**src/rtl/ahb_pkg.sv**
```systemverilog
`default_nettype none
// ============================================================================
//  Module      : ahb_pkg
//  Description : Shared AHB-Lite encodings and bridge request types.
//                state_t    - HTRANS transfer type
//                burst_t    - HBURST burst type
//                size_t     - HSIZE transfer size (bytes = 2**size)
//                response_t - HRESP
//                slv_state_t- data-phase state of the slave front-end
//                bridge_req_t - request record at the default bus widths
//  Revision    : 1.0 - initial release
// ============================================================================
package ahb_pkg;

  typedef enum logic [1:0] {
    TRANS_IDLE   = 2'b00,
    TRANS_BUSY   = 2'b01,
    TRANS_NONSEQ = 2'b10,
    TRANS_SEQ    = 2'b11
  } state_t;

  typedef enum logic [2:0] {
    BURST_SINGLE = 3'd0,
    BURST_INCR   = 3'd1,
    BURST_WRAP4  = 3'd2,
    BURST_INCR4  = 3'd3,
    BURST_WRAP8  = 3'd4,
    BURST_INCR8  = 3'd5,
    BURST_WRAP16 = 3'd6,
    BURST_INCR16 = 3'd7
  } burst_t;

  typedef enum logic [2:0] {
    SIZE_BYTE   = 3'd0,
    SIZE_HALF   = 3'd1,
    SIZE_WORD   = 3'd2,
    SIZE_DWORD  = 3'd3,
    SIZE_4WORD  = 3'd4,
    SIZE_8WORD  = 3'd5,
    SIZE_16WORD = 3'd6,
    SIZE_32WORD = 3'd7
  } size_t;

  typedef enum logic {
    RESP_OKAY  = 1'b0,
    RESP_ERROR = 1'b1
  } response_t;

  // Data-phase state of the previously accepted address phase.
  typedef enum logic [2:0] {
    SLV_IDLE  = 3'd0,
    SLV_WDATA = 3'd1,
    SLV_RREQ  = 3'd2,
    SLV_RWAIT = 3'd3,
    SLV_RDONE = 3'd4,
    SLV_ERR1  = 3'd5,
    SLV_ERR2  = 3'd6
  } slv_state_t;

  localparam int BRIDGE_ADDR_W = 32;
  localparam int BRIDGE_DATA_W = 64;

  // Field order matches the flat packing used on the request FIFO.
  typedef struct packed {
    logic                         write;
    logic [BRIDGE_ADDR_W-1:0]     addr;
    size_t                        size;
    burst_t                       burst;
    logic [BRIDGE_DATA_W-1:0]     wdata;
    logic [BRIDGE_DATA_W/8-1:0]   wstrb;
  } bridge_req_t;

endpackage
`default_nettype wire

```
**src/rtl/bridge_fifo.sv**
```systemverilog
`default_nettype none
// ============================================================================
//  Module      : bridge_fifo
//  Description : Synchronous first-word-fall-through FIFO with full/empty
//                flags. A push while full is accepted only together with a
//                pop in the same cycle (count unchanged).
//  Ports       : clk, rst_n (async active-low)
//                push, wdata  - write side
//                pop, rdata   - read side, rdata is the current head
//                full, empty  - occupancy flags
//  Revision    : 1.0 - initial release
// ============================================================================
module bridge_fifo #(
  parameter int WIDTH = 8,
  parameter int DEPTH = 4
) (
  input  logic             clk,
  input  logic             rst_n,
  input  logic             push,
  input  logic [WIDTH-1:0] wdata,
  input  logic             pop,
  output logic [WIDTH-1:0] rdata,
  output logic             full,
  output logic             empty
);

  localparam int PTR_W = (DEPTH > 1) ? $clog2(DEPTH) : 1;

  logic [WIDTH-1:0] mem_q [DEPTH];
  logic [PTR_W-1:0] wr_ptr_q, wr_ptr_d;
  logic [PTR_W-1:0] rd_ptr_q, rd_ptr_d;
  logic [PTR_W:0]   count_q, count_d;
  logic             do_push, do_pop;

  assign full  = (count_q == (PTR_W+1)'(DEPTH));
  assign empty = (count_q == '0);
  assign rdata = mem_q[rd_ptr_q];

  always_comb begin
    do_pop   = pop && !empty;
    do_push  = push && (!full || do_pop);
    // Depth is a power of two, so the pointers wrap naturally.
    wr_ptr_d = wr_ptr_q + PTR_W'(do_push);
    rd_ptr_d = rd_ptr_q + PTR_W'(do_pop);
    count_d  = count_q + (PTR_W+1)'(do_push) - (PTR_W+1)'(do_pop);
  end

  always_ff @(posedge clk or negedge rst_n) begin
    if (!rst_n) begin
      wr_ptr_q <= '0;
      rd_ptr_q <= '0;
      count_q  <= '0;
    end else begin
      wr_ptr_q <= wr_ptr_d;
      rd_ptr_q <= rd_ptr_d;
      count_q  <= count_d;
    end
  end

  // Storage needs no reset: contents are only visible when count is nonzero.
  always_ff @(posedge clk) begin
    if (do_push) begin
      mem_q[wr_ptr_q] <= wdata;
    end
  end

endmodule
`default_nettype wire

```
**src/rtl/ahb_slave_if.sv**
```systemverilog
`default_nettype none
// ============================================================================
//  Module      : ahb_slave_if
//  Description : AHB-Lite slave front-end. Each accepted NONSEQ/SEQ beat
//                becomes one request on a valid/ready channel through a
//                small FIFO. Wait states come from a full FIFO or an
//                outstanding read; illegal transfers get a two-cycle ERROR.
//  Ports       : HCLK, HRESETn      - clock, async active-low reset
//                HADDR..HWDATA      - AHB-Lite slave inputs
//                HREADY/HRESP/HRDATA- AHB-Lite slave outputs
//                req_*              - request channel (head of FIFO)
//                rd_valid, rd_data  - read data return pulse
//  Revision    : 1.0 - initial release
// ============================================================================
module ahb_slave_if
  import ahb_pkg::*;
#(
  parameter int AHB_DATA_WIDTH    = 64,
  parameter int AHB_ADDRESS_WIDTH = 32,
  parameter int FIFO_DEPTH        = 4
) (
  input  logic                           HCLK,
  input  logic                           HRESETn,
  input  logic [AHB_ADDRESS_WIDTH-1:0]   HADDR,
  input  logic [1:0]                     HTRANS,
  input  logic                           HWRITE,
  input  logic [2:0]                     HSIZE,
  input  logic [2:0]                     HBURST,
  input  logic [AHB_DATA_WIDTH-1:0]      HWDATA,
  output logic                           HREADY,
  output logic                           HRESP,
  output logic [AHB_DATA_WIDTH-1:0]      HRDATA,
  output logic                           req_valid,
  input  logic                           req_ready,
  output logic                           req_write,
  output logic [AHB_ADDRESS_WIDTH-1:0]   req_addr,
  output logic [2:0]                     req_size,
  output logic [2:0]                     req_burst,
  output logic [AHB_DATA_WIDTH-1:0]      req_wdata,
  output logic [AHB_DATA_WIDTH/8-1:0]    req_wstrb,
  input  logic                           rd_valid,
  input  logic [AHB_DATA_WIDTH-1:0]      rd_data
);

  localparam int STRB_W = AHB_DATA_WIDTH / 8;
  localparam int LANE_W = $clog2(STRB_W);
  localparam int REQ_W  = 1 + AHB_ADDRESS_WIDTH + 3 + 3 + AHB_DATA_WIDTH + STRB_W;

  slv_state_t                     state_q, state_d;
  logic [AHB_ADDRESS_WIDTH-1:0]   addr_q, addr_d;
  logic [2:0]                     size_q, size_d;
  logic [2:0]                     burst_q, burst_d;
  logic [STRB_W-1:0]              strb_q, strb_d;
  logic [AHB_DATA_WIDTH-1:0]      hrdata_q, hrdata_d;

  logic                           hready_w;
  logic                           addr_valid, addr_legal;
  logic                           size_ok, aligned;
  logic [AHB_ADDRESS_WIDTH-1:0]   align_mask;
  logic [STRB_W-1:0]              strb_calc;
  int                             lower_lane, nbytes;

  logic                           fifo_full, fifo_empty, push, is_write_phase;
  logic [REQ_W-1:0]               push_data, pop_data;

  // HREADY depends on registered state plus fifo_full only.
  always_comb begin
    case (state_q)
      SLV_IDLE, SLV_RDONE, SLV_ERR2: hready_w = 1'b1;
      SLV_WDATA:                     hready_w = !fifo_full;
      default:                       hready_w = 1'b0;
    endcase
  end

  assign HREADY = hready_w;
  assign HRESP  = (state_q == SLV_ERR1) || (state_q == SLV_ERR2);
  assign HRDATA = hrdata_q;

  // Address-phase decode: legality and byte-lane strobes.
  always_comb begin
    addr_valid = hready_w && (HTRANS == TRANS_NONSEQ || HTRANS == TRANS_SEQ);
    size_ok    = (int'(HSIZE) <= LANE_W);
    align_mask = (AHB_ADDRESS_WIDTH'(1) << HSIZE) - AHB_ADDRESS_WIDTH'(1);
    aligned    = ((HADDR & align_mask) == '0);
    addr_legal = size_ok && aligned;
    lower_lane = int'(HADDR[LANE_W-1:0]);
    nbytes     = 1 << HSIZE;
    strb_calc  = '0;
    for (int i = 0; i < STRB_W; i++) begin
      strb_calc[i] = (i >= lower_lane) && (i < lower_lane + nbytes);
    end
  end

  always_comb begin
    state_d  = state_q;
    addr_d   = addr_q;
    size_d   = size_q;
    burst_d  = burst_q;
    strb_d   = strb_q;
    hrdata_d = hrdata_q;
    push     = 1'b0;

    // Any cycle completing a data phase also samples the next address phase.
    if (hready_w) begin
      if (addr_valid) begin
        addr_d  = HADDR;
        size_d  = HSIZE;
        burst_d = HBURST;
        strb_d  = HWRITE ? strb_calc : '0;
        if (!addr_legal) begin
          state_d = SLV_ERR1;
        end else if (HWRITE) begin
          state_d = SLV_WDATA;
        end else begin
          state_d = SLV_RREQ;
        end
      end else begin
        state_d = SLV_IDLE;
      end
    end

    case (state_q)
      SLV_WDATA: push = !fifo_full;
      SLV_RREQ: begin
        if (!fifo_full) begin
          push    = 1'b1;
          state_d = SLV_RWAIT;
        end
      end
      SLV_RWAIT: begin
        if (rd_valid) begin
          hrdata_d = rd_data;
          state_d  = SLV_RDONE;
        end
      end
      SLV_ERR1: state_d = SLV_ERR2;
      default: ;
    endcase
  end

  always_ff @(posedge HCLK or negedge HRESETn) begin
    if (!HRESETn) begin
      state_q  <= SLV_IDLE;
      addr_q   <= '0;
      size_q   <= '0;
      burst_q  <= '0;
      strb_q   <= '0;
      hrdata_q <= '0;
    end else begin
      state_q  <= state_d;
      addr_q   <= addr_d;
      size_q   <= size_d;
      burst_q  <= burst_d;
      strb_q   <= strb_d;
      hrdata_q <= hrdata_d;
    end
  end

  // Writes carry the live HWDATA of the data phase; reads carry no data.
  assign is_write_phase = (state_q == SLV_WDATA);
  assign push_data = {is_write_phase, addr_q, size_q, burst_q,
                      is_write_phase ? HWDATA : {AHB_DATA_WIDTH{1'b0}},
                      strb_q};

  bridge_fifo #(
    .WIDTH (REQ_W),
    .DEPTH (FIFO_DEPTH)
  ) u_req_fifo (
    .clk   (HCLK),
    .rst_n (HRESETn),
    .push  (push),
    .wdata (push_data),
    .pop   (req_ready),
    .rdata (pop_data),
    .full  (fifo_full),
    .empty (fifo_empty)
  );

  assign req_valid = !fifo_empty;
  assign {req_write, req_addr, req_size, req_burst, req_wdata, req_wstrb} = pop_data;

endmodule
`default_nettype wire
```
**config.mk**
```make
export PLATFORM = sky130hd
export DESIGN_NAME = ahb_slave_if
export DESIGN_NICKNAME = d
export VERILOG_FILES = /design/src/rtl/ahb_pkg.sv /design/src/rtl/bridge_fifo.sv /design/src/rtl/ahb_slave_if.sv
export SDC_FILE = /design/constraint.sdc
export NUM_CORES = 1
export LEC_CHECK = 0
export CORE_MARGIN = 2
export CORE_UTILIZATION = 53
export DETAILED_ROUTE_END_ITERATION = 8
export HOLD_SLACK_MARGIN = 0.15
export PLACE_DENSITY = 0.89
export RECOVER_POWER = 25
export SYNTH_ARGS = -nofsm -noshare
export SYNTH_HDL_FRONTEND = slang
export SYNTH_SLANG_ARGS = --single-unit
```
**constraint.sdc**
```tcl
create_clock -name HCLK -period 12.83 [get_ports HCLK]
set_input_delay 2.566 -clock HCLK [delete_from_list [all_inputs] [get_ports HCLK]]
set_output_delay 2.566 -clock HCLK [all_outputs]
set_load 0.05 [all_outputs]
```
==> reports/summary.txt <==
================================================================================
Post-Synthesis Net Count                                                    1265
Number of H-tree levels                                                        2
RSZ-0062 raised after global routing                                          no
Sequential cell area fraction in the yosys report                         76.29%
Net count, final                                                            1637
CTS root buffer                                                     sky130_fd_sc_hd__clkbuf_16
Cell at the slowest stage of the critical path                      sky130_fd_sc_hd__dfrtp_4
Endpoint type of the worst setup path                                 output pin
Signal arrival time at the worst endpoint                                4.41 ns
Share of the core filled with cells                                       68.28%
Top cells by area, synth                                            sky130_fd_sc_hd__edfxtp_1 (62%), sky130_fd_sc_hd__dfrtp_1 (14%), sky130_fd_sc_hd__mux4_2 (12%), sky130_fd_sc_hd__mux2_2 (3.4%), sky130_fd_sc_hd__nand2_1 (2.3%)
Reg2reg start                                                       state_q[0]$_DFF_PN0_
Period Utilization, post-route                                            54.37%
Skew final                                                            0.01978 ns
Ratio of cells with drive above 1 in the final layout                     18.62%
Library cells used by synthesis                                               51
Primary flip-flop cell chosen by synthesis mapping                  sky130_fd_sc_hd__edfxtp_1
Hold Worst Slack                                                       0.5069 ns
Final hold violations                                                          0
Required time of the critical path                                      10.26 ns
Setup TNS Final                                                             0 ns
Final Cell Area                                                        27190 um2
Number of buffers inserted by hold repair at cts                               0
Global-route wire length before repair                                  71930 um
DIE AREA                                                               42030 um2
Number of enable-type register cells in the synthesized netlist              444
Synthesis-stage register bit count                                           564
Final max-slew violation count                                               230
TritonCTS clock tree                                                        done
Highest metal layer used by the detailed router                             met5
Detail Route met2 WL                                                    24380 um
Number of gates given a new drive strength after cts                           0
Critical hold path startpoint                                       HRDATA[13]$_DFFE_PN0P_
Placer Congestion                                                         0.7832
Critical R2R Capture                                                u_req_fifo.mem_q[3][58]$_DFFE_PP_
Die height                                                                205 um
Result of the run                                                   finished with violations
Area Growth Syn to Fin                                                    26.98%
Area share of the largest cell type after synthesis                       62.26%
Starting utilization of the core area                                     53.77%
Worst Hold Path Cells                                                          1
DRC errors left                                                                0
Number of cell instances on the worst register-to-register path                4
Post-route total power                                                  7.900 mW
Area leader, netlist                                                sky130_fd_sc_hd__edfxtp_1
Hold Path End                                                       HRDATA[13]$_DFFE_PN0P_
Count of input and output buffers                                            349
Number of CTS-inserted buffers                                                54
Met3 Wirelength                                                          4019 um
Worst slew margin relative to its limit                                  -109.3%
Worst setup path category                                           flop to output pin
Total Routed Length                                                     47170 um
Share of async-settable or async-resettable flops after synthesis         21.28%
Later-pin clock latency in the skew report                               0.60 ns
Placement-stage cell area                                              25500 um2
Hold crit path type                                                 flop to flop
Critical path's largest stage delay                                      0.88 ns
Initial detailed-routing violation count                                     757
Transition time at the pin with the least slew margin                   3.139 ns
Post-Syn Area per Cell                                                 19.83 um2
Worst VDD drop                                                       0.0002110 V
Dpl hpwl                                                                28790 um
CORE AREA                                                              39820 um2
Max Cap Violations                                                             6
All-layer global routing usage                                            22.93%
Number of cells produced by synthesis                                       1080
Startpoint type of the worst setup path                                     flop
P per Cell Area                                                     290.6 nW/um2
Leakage power total                                                     9.659 nW
Cell seen most often among critical-path stages                     sky130_fd_sc_hd__buf_4
Post-DR wirelength/cell                                                 23.31 um
Warnings, synthesis                                                            0
Via count of the first global-routing pass                                 12160
Number of buffers inserted to repair setup after CTS                           0
Number of standard-cell rows in the floorplan                                 73
Area of the mapped netlist                                             21410 um2
Number of antenna violations at the first check in global routing              2
Number of top-level pins                                                     351
Number of endpoints failing setup at the final stage                           0
Highest clock rate                                                    0.1434 GHz
Total number of vias                                                       11280
Minimum clock period                                                    6.976 ns
Vias per cell                                                              5.572
Clock sinks                                                                  564
Horiz. Die Dim                                                            205 um
Worst reg-to-reg setup slack                                             8.02 ns
Clock-pin transition on the worst setup and hold timing paths            0.06 ns
Largest net degree at the start of global routing                             77
First drt pass iteration count                                                 5
Sum of routed wire segments on met1                                     17790 um
Antenna Violating Nets Remaining                                               0
Maximum fanout along the worst path                                           45
Deepest clock path buffer count                                                3
Violated checks                                                     max-capacitance violations, max-slew violations
Critical Path, Cell by Cell                                         buf_4, buf_4, mux4_2, clkdlybuf4s50_1
Overflow after GRT                                                             0
================================================================================
[worst max-delay path by stage]
stage,start,end,slack [ns],cells after the start
3_3_place_gp,u_req_fifo.rd_ptr_q[0]$_DFF_PN0_,req_burst[2],6.26,4
4_1_cts,u_req_fifo.rd_ptr_q[0]$_DFF_PN0_,req_addr[11],5.66,4
3_5_place_dp,u_req_fifo.rd_ptr_q[0]$_DFF_PN0_,req_burst[2],6.30,4
5_1_grt,u_req_fifo.rd_ptr_q[0]$_DFF_PN0_,req_size[1],5.47,4
2_1_floorplan,state_q[0]$_DFF_PN0_,u_req_fifo.mem_q[0][0]$_DFFE_PP_,2.96,3
6_report,u_req_fifo.rd_ptr_q[0]$_DFF_PN0_,req_wdata[19],5.85,4
[routing by layer]
| layer | global-route usage, % | vias to the layer above |
|---|---|---|
| met4 | 5.653 | 2 |
| met5 | 0 | - |
| met3 | 6.936 | 67 |
| met2 | 39.18 | 449 |
| li1 | - | 4957 |
| met1 | 28.89 | 5803 |
[cells in the final DEF (no fill, tap or decap), types with 4 or more instances in the layout]
cell	count
sky130_fd_sc_hd__inv_1	12
sky130_fd_sc_hd__nor2_1	6
sky130_fd_sc_hd__nor4_1	4
sky130_fd_sc_hd__edfxtp_1	444
sky130_fd_sc_hd__ha_1	10
sky130_fd_sc_hd__clkbuf_1	15
sky130_fd_sc_hd__inv_6	5
sky130_fd_sc_hd__mux4_2	111
sky130_fd_sc_hd__clkinv_2	6
sky130_fd_sc_hd__clkbuf_8	5
sky130_fd_sc_hd__nand2_1	128
sky130_fd_sc_hd__clkdlybuf4s50_1	348
sky130_fd_sc_hd__buf_4	12
sky130_fd_sc_hd__a21oi_1	4
sky130_fd_sc_hd__clkbuf_16	55
sky130_fd_sc_hd__xnor2_1	6
sky130_fd_sc_hd__clkinv_1	14
sky130_fd_sc_hd__and3_1	4
sky130_fd_sc_hd__dfrtp_1	118
sky130_fd_sc_hd__and2_1	65
sky130_fd_sc_hd__o21ai_0	4
sky130_fd_sc_hd__mux2_2	64
[critical path: cells and delay by family (launching register included)]
family | cells | cell delay, ns
buffers and inverters | 3 | 2.24
flip-flops | 1 | 0.88
multiplexers | 1 | 0.62
[registers in the layout (all words and copies together) (netlist names)]
register / flops
u_req_fifo.mem_q: 444
u_req_fifo.wr_ptr_q: 2
u_req_fifo.rd_ptr_q: 2
burst_q: 3
HRDATA: 64
strb_q: 8
addr_q: 32
u_req_fifo.count_q: 3
size_q: 3
state_q: 3
[per-stage QoR]
step,setup WS (ns),cells
2_1_floorplan,2.961,1080
3_3_place_gp,6.264,1921
3_5_place_dp,6.303,1921
4_1_cts,5.665,2023
5_1_grt,5.470,2024
6_report,5.854,2024
[report_power, final]
| part | switching [mW] | leakage, nW | internal, mW |
|---|---|---|---|
| Clock | 0.661 | 0.844 | 0.879 |
| Sequential | 0.300 | 5.57 | 2.68 |
| Combinational | 2.17 | 3.24 | 1.21 |
| Total | 3.13 | 9.66 | 4.77 |
[Yosys cell counts, types with 7 or more instances]
master and instances:
sky130_fd_sc_hd__clkbuf_1 11, sky130_fd_sc_hd__mux2_2 64, sky130_fd_sc_hd__buf_2 21, sky130_fd_sc_hd__ha_1 10
sky130_fd_sc_hd__buf_1 11, sky130_fd_sc_hd__nor2_1 7, sky130_fd_sc_hd__mux4_2 111, sky130_fd_sc_hd__dfrtp_1 120
sky130_fd_sc_hd__edfxtp_1 444, sky130_fd_sc_hd__nand2_1 129, sky130_fd_sc_hd__inv_1 12, sky130_fd_sc_hd__and2_1 66
[layout make-up]
class / count / area, um2
antenna: 1 / 2.502
sequential: 564 / 16340
clock buffer: 71 / 1486
multi-input combinational: 456 / 4820
tap: 525 / 656.9
fill: 2515 / 12630
clock inverter: 31 / 247.7
timing repair buffer: 364 / 3588
inverter: 12 / 45.04
[kinds of logic (layout without fill, tap and decap cells)]
logic type               Yosys count  in the layout  synth area share [%]
AO/OA/AOI/OAI                     27             27                0.9701
XOR/XNOR                           8              8                0.3272
adder cells (fa/ha/maj)           12             12                0.7713
buffers and inverters             60            478                 1.262
flip-flops                       564            564                 76.29
multiplexers                     176            176                 15.09
other                              0              1                     0
AND/OR/NAND/NOR                  233            233                 5.294
Power figures use the tool's default switching activity.
